<file path="config.mk">
export PLATFORM = sky130hd
export DESIGN_NAME = pipe_ctrl_unit
export DESIGN_NICKNAME = d
export VERILOG_FILES = /design/src/rtl/pipe_ctrl_unit.sv
export SDC_FILE = /design/constraint.sdc
export NUM_CORES = 1
export LEC_CHECK = 0
export CAP_MARGIN = 20
export CORE_AREA = 5 5 54 75
export CTS_BUF_LIST = sky130_fd_sc_hd__clkbuf_2
export DETAILED_ROUTE_END_ITERATION = 12
export DIE_AREA = 0 0 59 80
export PLACE_DENSITY_LB_ADDON = 0.15
export SYNTH_ARGS = -nofsm -noshare
export SYNTH_HDL_FRONTEND = slang
export SYNTH_SLANG_ARGS = --single-unit
</file>
<file path="constraint.sdc">
create_clock -name clk_i -period 6.89 [get_ports clk_i]
set_input_delay 0.689 -clock clk_i [delete_from_list [all_inputs] [get_ports clk_i]]
set_output_delay 0.689 -clock clk_i [all_outputs]
set_load 0.02 [all_outputs]
</file>
<file path="src/rtl/pipe_ctrl_unit.sv">
// pipe_ctrl_unit: control path for the 5-stage MIPS pipeline.
// Decodes op/func in ID, carries control through ID/EX, EX/MEM and MEM/WB,
// resolves beq/bne in EX and produces stall, flush and forwarding selects.
// Optional feature macro: FORWARD_EN (forwarding selects; stall only on load-use).
module pipe_ctrl_unit #(
  parameter int unsigned RaddrW  = 5,
  parameter int unsigned AluOpW  = 3,
  parameter int unsigned ZeroReg = 0
) (
  input  logic              clk_i,
  input  logic              rst_ni,
  input  logic [5:0]        id_op_i,
  input  logic [5:0]        id_func_i,
  input  logic [RaddrW-1:0] id_rs_i,
  input  logic [RaddrW-1:0] id_rt_i,
  input  logic [RaddrW-1:0] id_rd_i,
  input  logic              ex_zero_i,
  output logic              pc_en_o,
  output logic              ifid_en_o,
  output logic              flush_ifid_o,
  output logic              pc_src_o,
  output logic              id_sgnzero_o,
  output logic              id_illegal_o,
  output logic [AluOpW-1:0] ex_alu_op_o,
  output logic              ex_alu_src_o,
  output logic [RaddrW-1:0] ex_wreg_o,
  output logic              mem_write_o,
  output logic              wb_regwrite_o,
  output logic              wb_mem2reg_o,
  output logic [RaddrW-1:0] wb_wreg_o,
  output logic [1:0]        fwd_a_o,
  output logic [1:0]        fwd_b_o
);

  localparam logic [RaddrW-1:0] ZeroAddr = RaddrW'(ZeroReg);

  localparam logic [2:0] AluAdd  = 3'd0;
  localparam logic [2:0] AluSub  = 3'd1;
  localparam logic [2:0] AluAnd  = 3'd2;
  localparam logic [2:0] AluOr   = 3'd3;
  localparam logic [2:0] AluXor  = 3'd4;
  localparam logic [2:0] AluNor  = 3'd5;
  localparam logic [2:0] AluSlt  = 3'd6;
  localparam logic [2:0] AluSltu = 3'd7;

  // An all-zero struct is a bubble: no write and no branch bits set.
  typedef struct packed {
    logic [AluOpW-1:0] alu_op;
    logic              alu_src;
    logic [RaddrW-1:0] wreg;
    logic              regwrite;
    logic              mem2reg;
    logic              mem_write;
    logic              branch;
    logic              is_bne;
`ifdef FORWARD_EN
    logic [RaddrW-1:0] rs;
    logic [RaddrW-1:0] rt;
    logic              use_rs;
    logic              use_rt;
`endif
  } idex_t;

  typedef struct packed {
    logic              regwrite;
    logic              mem2reg;
    logic              mem_write;
    logic [RaddrW-1:0] wreg;
  } exmem_t;

  typedef struct packed {
    logic              regwrite;
    logic              mem2reg;
    logic [RaddrW-1:0] wreg;
  } memwb_t;

  idex_t  dec, idex_d, idex_q;
  exmem_t exmem_d, exmem_q;
  memwb_t memwb_d, memwb_q;
  logic   id_use_rs, id_use_rt, r_ok;
  logic   [2:0] alu_code;
  logic   stall;

  function automatic logic hz_match(input logic              rw,
                                    input logic [RaddrW-1:0] wreg,
                                    input logic [RaddrW-1:0] src,
                                    input logic              used);
    return rw & used & (src != ZeroAddr) & (wreg == src);
  endfunction

  // ID decode: control word for the instruction currently in ID.
  always_comb begin
    dec          = '0;
    alu_code     = AluAdd;
    r_ok         = 1'b0;
    id_use_rs    = 1'b0;
    id_use_rt    = 1'b0;
    id_sgnzero_o = 1'b0;
    id_illegal_o = 1'b0;
    case (id_op_i)
      6'd0: begin
        case (id_func_i)
          6'd0:         r_ok = 1'b0;  // nop: reads and writes nothing
          6'd32, 6'd33: begin r_ok = 1'b1; alu_code = AluAdd;  end
          6'd34, 6'd35: begin r_ok = 1'b1; alu_code = AluSub;  end
          6'd36:        begin r_ok = 1'b1; alu_code = AluAnd;  end
          6'd37:        begin r_ok = 1'b1; alu_code = AluOr;   end
          6'd38:        begin r_ok = 1'b1; alu_code = AluXor;  end
          6'd39:        begin r_ok = 1'b1; alu_code = AluNor;  end
          6'd42:        begin r_ok = 1'b1; alu_code = AluSlt;  end
          6'd43:        begin r_ok = 1'b1; alu_code = AluSltu; end
          default:      id_illegal_o = 1'b1;
        endcase
        if (r_ok) begin
          dec.regwrite = 1'b1;
          dec.wreg     = id_rd_i;
          id_use_rs    = 1'b1;
          id_use_rt    = 1'b1;
        end
      end
      6'd8, 6'd9, 6'd10, 6'd11, 6'd12, 6'd13, 6'd14, 6'd35: begin
        dec.regwrite = 1'b1;
        dec.alu_src  = 1'b1;
        dec.wreg     = id_rt_i;
        dec.mem2reg  = (id_op_i == 6'd35);
        id_use_rs    = 1'b1;
        id_sgnzero_o = (id_op_i < 6'd12) || (id_op_i == 6'd35);
        case (id_op_i)
          6'd10:   alu_code = AluSlt;
          6'd11:   alu_code = AluSltu;
          6'd12:   alu_code = AluAnd;
          6'd13:   alu_code = AluOr;
          6'd14:   alu_code = AluXor;
          default: alu_code = AluAdd;
        endcase
      end
      6'd43: begin
        dec.alu_src   = 1'b1;
        dec.mem_write = 1'b1;
        id_use_rs     = 1'b1;
        id_use_rt     = 1'b1;
        id_sgnzero_o  = 1'b1;
      end
      6'd4, 6'd5: begin
        dec.branch   = 1'b1;
        dec.is_bne   = (id_op_i == 6'd5);
        alu_code     = AluSub;
        id_use_rs    = 1'b1;
        id_use_rt    = 1'b1;
        id_sgnzero_o = 1'b1;
      end
      default: id_illegal_o = 1'b1;
    endcase
    if (dec.wreg == ZeroAddr) dec.regwrite = 1'b0;
    dec.alu_op = AluOpW'(alu_code);
`ifdef FORWARD_EN
    dec.rs     = id_rs_i;
    dec.rt     = id_rt_i;
    dec.use_rs = id_use_rs;
    dec.use_rt = id_use_rt;
`endif
  end

  // Hazard detection, branch resolution and next-state of the stage registers.
  always_comb begin
`ifdef FORWARD_EN
    // Only a load in EX cannot be forwarded in time.
    stall = idex_q.regwrite & idex_q.mem2reg &
            (hz_match(idex_q.regwrite, idex_q.wreg, id_rs_i, id_use_rs) |
             hz_match(idex_q.regwrite, idex_q.wreg, id_rt_i, id_use_rt));
`else
    // WB writes in the first half-cycle, so only EX and MEM writers stall.
    stall = hz_match(idex_q.regwrite, idex_q.wreg, id_rs_i, id_use_rs) |
            hz_match(idex_q.regwrite, idex_q.wreg, id_rt_i, id_use_rt) |
            hz_match(exmem_q.regwrite, exmem_q.wreg, id_rs_i, id_use_rs) |
            hz_match(exmem_q.regwrite, exmem_q.wreg, id_rt_i, id_use_rt);
`endif
    pc_src_o     = idex_q.branch & (ex_zero_i ^ idex_q.is_bne);
    flush_ifid_o = pc_src_o;
    // A taken branch discards the stalled instruction, so the stall is moot.
    pc_en_o      = ~stall | pc_src_o;
    ifid_en_o    = ~stall | pc_src_o;
    idex_d       = (stall | pc_src_o) ? idex_t'('0) : dec;

    exmem_d           = '0;
    exmem_d.regwrite  = idex_q.regwrite;
    exmem_d.mem2reg   = idex_q.mem2reg;
    exmem_d.mem_write = idex_q.mem_write;
    exmem_d.wreg      = idex_q.wreg;

    memwb_d          = '0;
    memwb_d.regwrite = exmem_q.regwrite;
    memwb_d.mem2reg  = exmem_q.mem2reg;
    memwb_d.wreg     = exmem_q.wreg;
  end

  // Stage registers; synchronous reset turns every stage into a bubble.
  always_ff @(posedge clk_i) begin
    if (!rst_ni) begin
      idex_q  <= '0;
      exmem_q <= '0;
      memwb_q <= '0;
    end else begin
      idex_q  <= idex_d;
      exmem_q <= exmem_d;
      memwb_q <= memwb_d;
    end
  end

`ifdef FORWARD_EN
  // Forwarding selects for the EX operands; the younger EX/MEM result wins.
  always_comb begin
    fwd_a_o = 2'b00;
    fwd_b_o = 2'b00;
    if (hz_match(exmem_q.regwrite, exmem_q.wreg, idex_q.rs, idex_q.use_rs)) begin
      fwd_a_o = 2'b01;
    end else if (hz_match(memwb_q.regwrite, memwb_q.wreg, idex_q.rs, idex_q.use_rs)) begin
      fwd_a_o = 2'b10;
    end
    if (hz_match(exmem_q.regwrite, exmem_q.wreg, idex_q.rt, idex_q.use_rt)) begin
      fwd_b_o = 2'b01;
    end else if (hz_match(memwb_q.regwrite, memwb_q.wreg, idex_q.rt, idex_q.use_rt)) begin
      fwd_b_o = 2'b10;
    end
  end
`else
  assign fwd_a_o = 2'b00;
  assign fwd_b_o = 2'b00;
`endif

  assign ex_alu_op_o   = idex_q.alu_op;
  assign ex_alu_src_o  = idex_q.alu_src;
  assign ex_wreg_o     = idex_q.wreg;
  assign mem_write_o   = exmem_q.mem_write;
  assign wb_regwrite_o = memwb_q.regwrite;
  assign wb_mem2reg_o  = memwb_q.mem2reg;
  assign wb_wreg_o     = memwb_q.wreg;

endmodule
</file>
==> results.ini, run 1 <==
[status]
status=completed

[finish]
drive_gt1_frac=0.0822
n_antenna_cell=0
multi_input_area_um2=833
area_growth_syn_to_layout_pct=32.5
seqCellArea_um2=581
final_nets=248
finalInstanceArea_mm2=0.00206
nFillCells=331

[synthesis]
synth_xor_area_frac=0.124
seq_area_frac_synth=0.374
syn_area_mm2=0.00155
yosysWarnings=0
synth.most_common_cell=dfxtp_1
synth_top_cells_by_area=dfxtp_1, buf_4, xnor2_1
synthCells=175
synth_top_area_share=0.374
ys.flop_type=dfxtp_1
synth_cell_types=39
synth_edf_count=0
yosys.area_share.simple=0.253
synthArstFlopShare=0
synth_fa_ha_area_frac=0
synth-seq-cells=29
synth_top_area_cell=dfxtp_1
synth_compound_area_frac=0.137
syn_avg_cell_area_um2=8.88
synth_common_cells=dfxtp_1, and2_1, buf_4
synthMuxAreaShare=0.0129
synth_top_family_by_area=simple AND/OR/NAND/NOR gates

[die]
chipWidth_um=59
rows=25
die_h_um=80
pin_count=57
dieArea_mm2=0.00472
initial_core_util=0.469
core_mm2=0.00332

[hold_path]
min_path_type=flop to flop

[timing]
relSlewSlack=0.613
tns_ps=0
fin_crit_ps=4550
drv_slew=0
clock.fmax_mhz=220
worst_pin_slew_ps=581
clock_skew_ps=6.39
setup_violations=0
finalHoldViolations=0
rsz0062_at_grt=false
finalCritPeriodShare=0.660

[power_and_ir_drop]
peakVddDrop_uv=146
power.density_mw_per_mm2=168
power.leakage_uw=0.000755
power.total_uw=347

[global_routing]
grt_max_degree=17
grt_pass1_vias=1471
overflow=0
grt_usage=0.180
antenna_found_initial=0
grt_pass1_wl_um=6460

[clocking]
path_clk_slew_ps=140
postCtsHoldBufs=0
htree_levels=2
clkSinkCount=29
clockRootBuffer=clkbuf_2
clockBufferDepth=2
cts_tree=done
worstSkewPairLatency_ps=340
numCtsBuffers=5
postCtsSetupRepairBufs=0
cts_resized=0

[job]
cap_violations=0

[routing]
postRouteAntennaNets=0
vias=1368
drc=0
viasPerCell=5.28
drt_iter0_drc=49
post_drt_wl_per_cell_um=14.9
wl_um=3870
firstDrtPassIters=4

[place]
place_area_mm2=0.00200
gp_congestion=0.922
io_buffers=52

[critical_path]
crit_path_end_kind=output port
ff2ff_setup_slack_ps=5030
crit_arrival_ps=3860
worstPathRequired_ps=6200
path_class=input pin to output port
cp-start-kind=input pin
worstPathMaxFanout=15

[state kept, by name, indices dropped and copies added (netlist names)]
name / count
ex_alu_op_o: 3
wb_regwrite_o: 1
ex_wreg_o: 5
wb_wreg_o: 5
ex_alu_src_o: 1
wb_mem2reg_o: 1
idex_q: 2
exmem_q: 7
exmem_d: 3
mem_write_o: 1
[metrics by stage]
step | instances | worst slack, ps | utilization | hold slack, ps
after detailed placement | 251 | 2360 | 0.602 | 426
after global placement | 251 | 2420 | 0.602 | 417
after global routing | 259 | 2170 | 0.621 | 500
after floorplan | 178 | 3380 | - | 412
final | 259 | 2340 | 0.621 | 462
after CTS | 259 | 2350 | 0.621 | 458
[report_power, final]
part | internal (uW) | total [uW] | switching, uW
logic | 29.1 | 57.7 | 28.6
registers | 170 | 172 | 1.60
clock network | 62.1 | 118 | 55.6
[cells by family (layout without fill, tap and decap cells)]
kind of cell	after synthesis	count (layout)
other	1	4
DFF	29	29
AOI/OAI and AO/OA	30	30
and+or+nand+nor	69	69
buffers and inverters	22	63
muxes	2	2
xor gates and xnor gates	22	22
[area by class of cell]
type,instances,share of cell area
Clock buffer,6,0.0146
Multi-Input combinational cell,127,0.405
Clock inverter,2,0.0164
Tap cell,40,0.0243
Inverter,3,0.00547
Sequential cell,29,0.282
Timing Repair Buffer,52,0.253
[routing by layer]
metal / track usage / share of wire / up-vias
met5: 0 / 0 / -
li1: - / - / 683
met2: 0.350 / 0.56 / 55
met1: 0.163 / 0.35 / 625
met3: 0.0550 / 0.072 / 5
met4: 0.0794 / 0.019 / 0
[placed cells by master (no fill, tap or decap), types with 2 or more instances in the layout]
cell type        netlist  layout
clkdlybuf4s50_1        0      52
dfxtp_1               29      29
or3_2                  2       2
o21ai_0                6       6
conb_1                 1       4
xnor2_1               12      12
nor3_1                12      12
or4_2                  2       2
a31oi_1                4       4
clkbuf_2               0       6
nor4_1                 5       5
nand4_1                2       2
a22oi_1                5       5
and2_1                15      15
o22ai_1                2       2
nand2_1                8       8
a21oi_1                6       6
or4_1                  3       3
xor2_1                10      10
mux2i_1                2       2
inv_1                  3       3
nor2_1                10      10
nand2b_1               3       3
[worst paths after layout]
path / endpoint / startpoint / cells past startpoint
worst min register to register: mem_write_o / exmem_d[5] / 1
worst max-delay path: pc_en_o / id_op_i[4] / 8
worst min-delay path: mem_write_o / exmem_d[5] / 1
worst max register to register: exmem_d[6] / exmem_q[4] / 6
[critical path: stages]
cell and delay, ps:
clkdlybuf4s50_1 590, or4_1 590, or3_4 380, a21oi_4 240, nor2_2 80, o31ai_4 560, nand2_1 150, clkdlybuf4s50_1 580
No activity file was read; power rests on OpenSTA's default activity.
==> run 2: changes to the inputs <==
--- a/config.mk
+++ b/config.mk
@@ -6,10 +6,10 @@
 export NUM_CORES = 1
 export LEC_CHECK = 0
 export CAP_MARGIN = 20
-export CORE_AREA = 5 5 54 75
+export CORE_AREA = 5 5 56 77
 export CTS_BUF_LIST = sky130_fd_sc_hd__clkbuf_2
 export DETAILED_ROUTE_END_ITERATION = 12
-export DIE_AREA = 0 0 59 80
+export DIE_AREA = 0 0 61 82
 export PLACE_DENSITY_LB_ADDON = 0.15
 export SYNTH_ARGS = -nofsm -noshare
 export SYNTH_HDL_FRONTEND = slang
==> constraint.sdc (replaced) <==
create_clock -name clk_i -period 4.74 [get_ports clk_i]
set_input_delay 0.474 -clock clk_i [delete_from_list [all_inputs] [get_ports clk_i]]
set_output_delay 0.474 -clock clk_i [all_outputs]
set_load 0.02 [all_outputs]
==> results.ini, run 2 (synthesis gave the netlist of run 1 again) <==
[critical_path]
cp.depth=9  ; +1
cp_cell_sequence=clkdlybuf4s50_1, or4_1, or3_4, a21oi_4, nor2_2, o31ai_4, buf_4, nand2_1, clkdlybuf4s50_1
critPathLaunch=id_op_i[2]
worstPathMaxFanout=15  ; unchanged
crit_end=pc_en_o
worst_path_most_repeated_cell=clkdlybuf4s50_1
cp-start-kind=input pin
r2r-end=ex_alu_src_o
crit_path_max_incr_delay_ps=600  ; about the same
crit_path_end_kind=output port
r2r_cells=7  ; +1
crit_slowest_cell=or4_1
path_class=input pin to output port
r2r_start=exmem_q[3]
critPathBufInv=3  ; +1
crit_arrival_ps=3420  ; -440 ps
ff2ff_setup_slack_ps=2990  ; -2040 ps
path_delay_family=buffers and inverters
worstPathRequired_ps=4270  ; -1930 ps

[finish]
final_nets=249  ; +0.40%
finalInstanceArea_mm2=0.00205  ; -0.55%
final_common_cell=clkdlybuf4s50_1
final_cells=262  ; +1.2%
nFillCells=355  ; +7.3%
drive_gt1_frac=0.0909  ; +0.00872
n_antenna_cell=0  ; unchanged
area_growth_syn_to_layout_pct=31.8
final_cell_mix=clkdlybuf4s50_1, dfxtp_1, and2_1, nor3_1, xnor2_1
largest_reg_flops=7  ; unchanged
top_register=exmem_q

[routing]
firstDrtPassIters=4  ; unchanged
post_drt_wl_per_cell_um=14.8  ; -0.63%
wl_um=3890  ; +0.52%
drc=0  ; unchanged
vias=1352  ; -1.2%
viasPerCell=5.16  ; -2.3%
drt_iter0_drc=28  ; -43%
postRouteAntennaNets=0  ; unchanged

[hold_path]
min_path_type=flop to flop
worstHoldStart=exmem_d[5]

[job]
cap_violations=0  ; unchanged

[clocking]
path_clk_slew_ps=150  ; about the same
cts_tree=done
cts_resized=0  ; unchanged
clkSinkCount=29  ; unchanged
worstSkewPairLatency_ps=350  ; about the same
htree_levels=2  ; unchanged
clockBufferDepth=2  ; unchanged
numCtsBuffers=5  ; unchanged
postCtsHoldBufs=0  ; unchanged
clockRootBuffer=clkbuf_2
postCtsSetupRepairBufs=0  ; unchanged

[timing]
rsz0062_at_grt=false
clock_skew_ps=5.70  ; -0.689 ps
setup_violations=0  ; unchanged
drv_slew=0  ; unchanged
tns_ps=0  ; unchanged
fin_hold_ws_ps=452  ; -9.58 ps
fin_crit_ps=3890
finalWorstSetupSlack_ps=849  ; -1490 ps
clock.fmax_mhz=257
finalHoldViolations=0  ; unchanged
finalCritPeriodShare=0.821

[power_and_ir_drop]
power.density_mw_per_mm2=222  ; +32%
power.leakage_uw=0.000748  ; -0.85%
peakVddDrop_uv=155  ; +6.8%

[place]
io_buffers=52  ; unchanged
hpwl_um=3200
gp_congestion=0.864  ; -6.2%
place_area_mm2=0.00201  ; +0.50%
place_ws_ps=859  ; -1500 ps
placed_cells=254  ; +1.2%

[die]
chipWidth_um=61  ; +3.4%
core_mm2=0.00358  ; +7.9%
initial_core_util=0.434  ; -0.0344
die_h_um=82  ; +2.5%
dieArea_mm2=0.00500  ; +6.0%
pin_count=57  ; unchanged
rows=26  ; +4.0%

[global_routing]
grt_pass1_vias=1405  ; -4.5%
grt_pass1_wl_um=6100  ; -5.6%
grt_max_degree=17  ; unchanged
grt_usage=0.167  ; -0.0133
antenna_found_initial=0  ; unchanged
overflow=0  ; unchanged

[status]
status=completed

-- run 2: how the worst min path moves through the flow --
| stage | endpoint | slack, ps | cells after the start |
|---|---|---|---|
| finish | mem_write_o | 450 | 1 |
| floorplan | exmem_q[6] | 410 | 1 |
| CTS | mem_write_o | 440 | 1 |
| detailed placement | mem_write_o | 420 | 1 |
| global placement | wb_mem2reg_o | 420 | 1 |
| global route | wb_mem2reg_o | 480 | 1 |
-- run 2: routing by layer --
layer	track usage	wire length [um]	vias to the layer above
met1	0.150	1450	615
met4	0.0911	87	0
li1	-	-	687
met5	0	0	-
met3	0.0393	230	6
met2	0.325	2120	44
-- run 2: report_power, final --
part / internal [uW] / switching [uW] / leakage (uW)
combinational: 42.3 / 41.2 / 0.000485
sequential: 247 / 2.23 / 0.000234
clock: 34.4 / 86.6 / 0.0000287
-- run 2: worst reg2reg max path: cells and delay by family (launching register included) --
family | cells | cell delay, ps
AOI/OAI and AO/OA | 2 | 320
xor gates and xnor gates | 1 | 190
buffers and inverters | 1 | 200
DFF | 1 | 420
and+or+nand+nor | 3 | 530
-- run 2: layout make-up --
class | count | area (um2) | area share
flip-flops and latches | 29 | 581 | 0.283
repair buffers | 53 | 528 | 0.258
well taps | 42 | 52.6 | 0.0257
clock buffers | 5 | 25.0 | 0.0122
multi-input cells | 127 | 833 | 0.407
inverters | 3 | 11.3 | 0.00550
clock inverters | 3 | 17.5 | 0.00855
-- run 2: through the flow --
stage	utilization	total power [uW]
5_1_grt	0.572	479
4_1_cts	0.572	459
2_1_floorplan	-	297
3_3_place_gp	0.560	338
6_report	0.572	454
3_5_place_dp	0.560	338
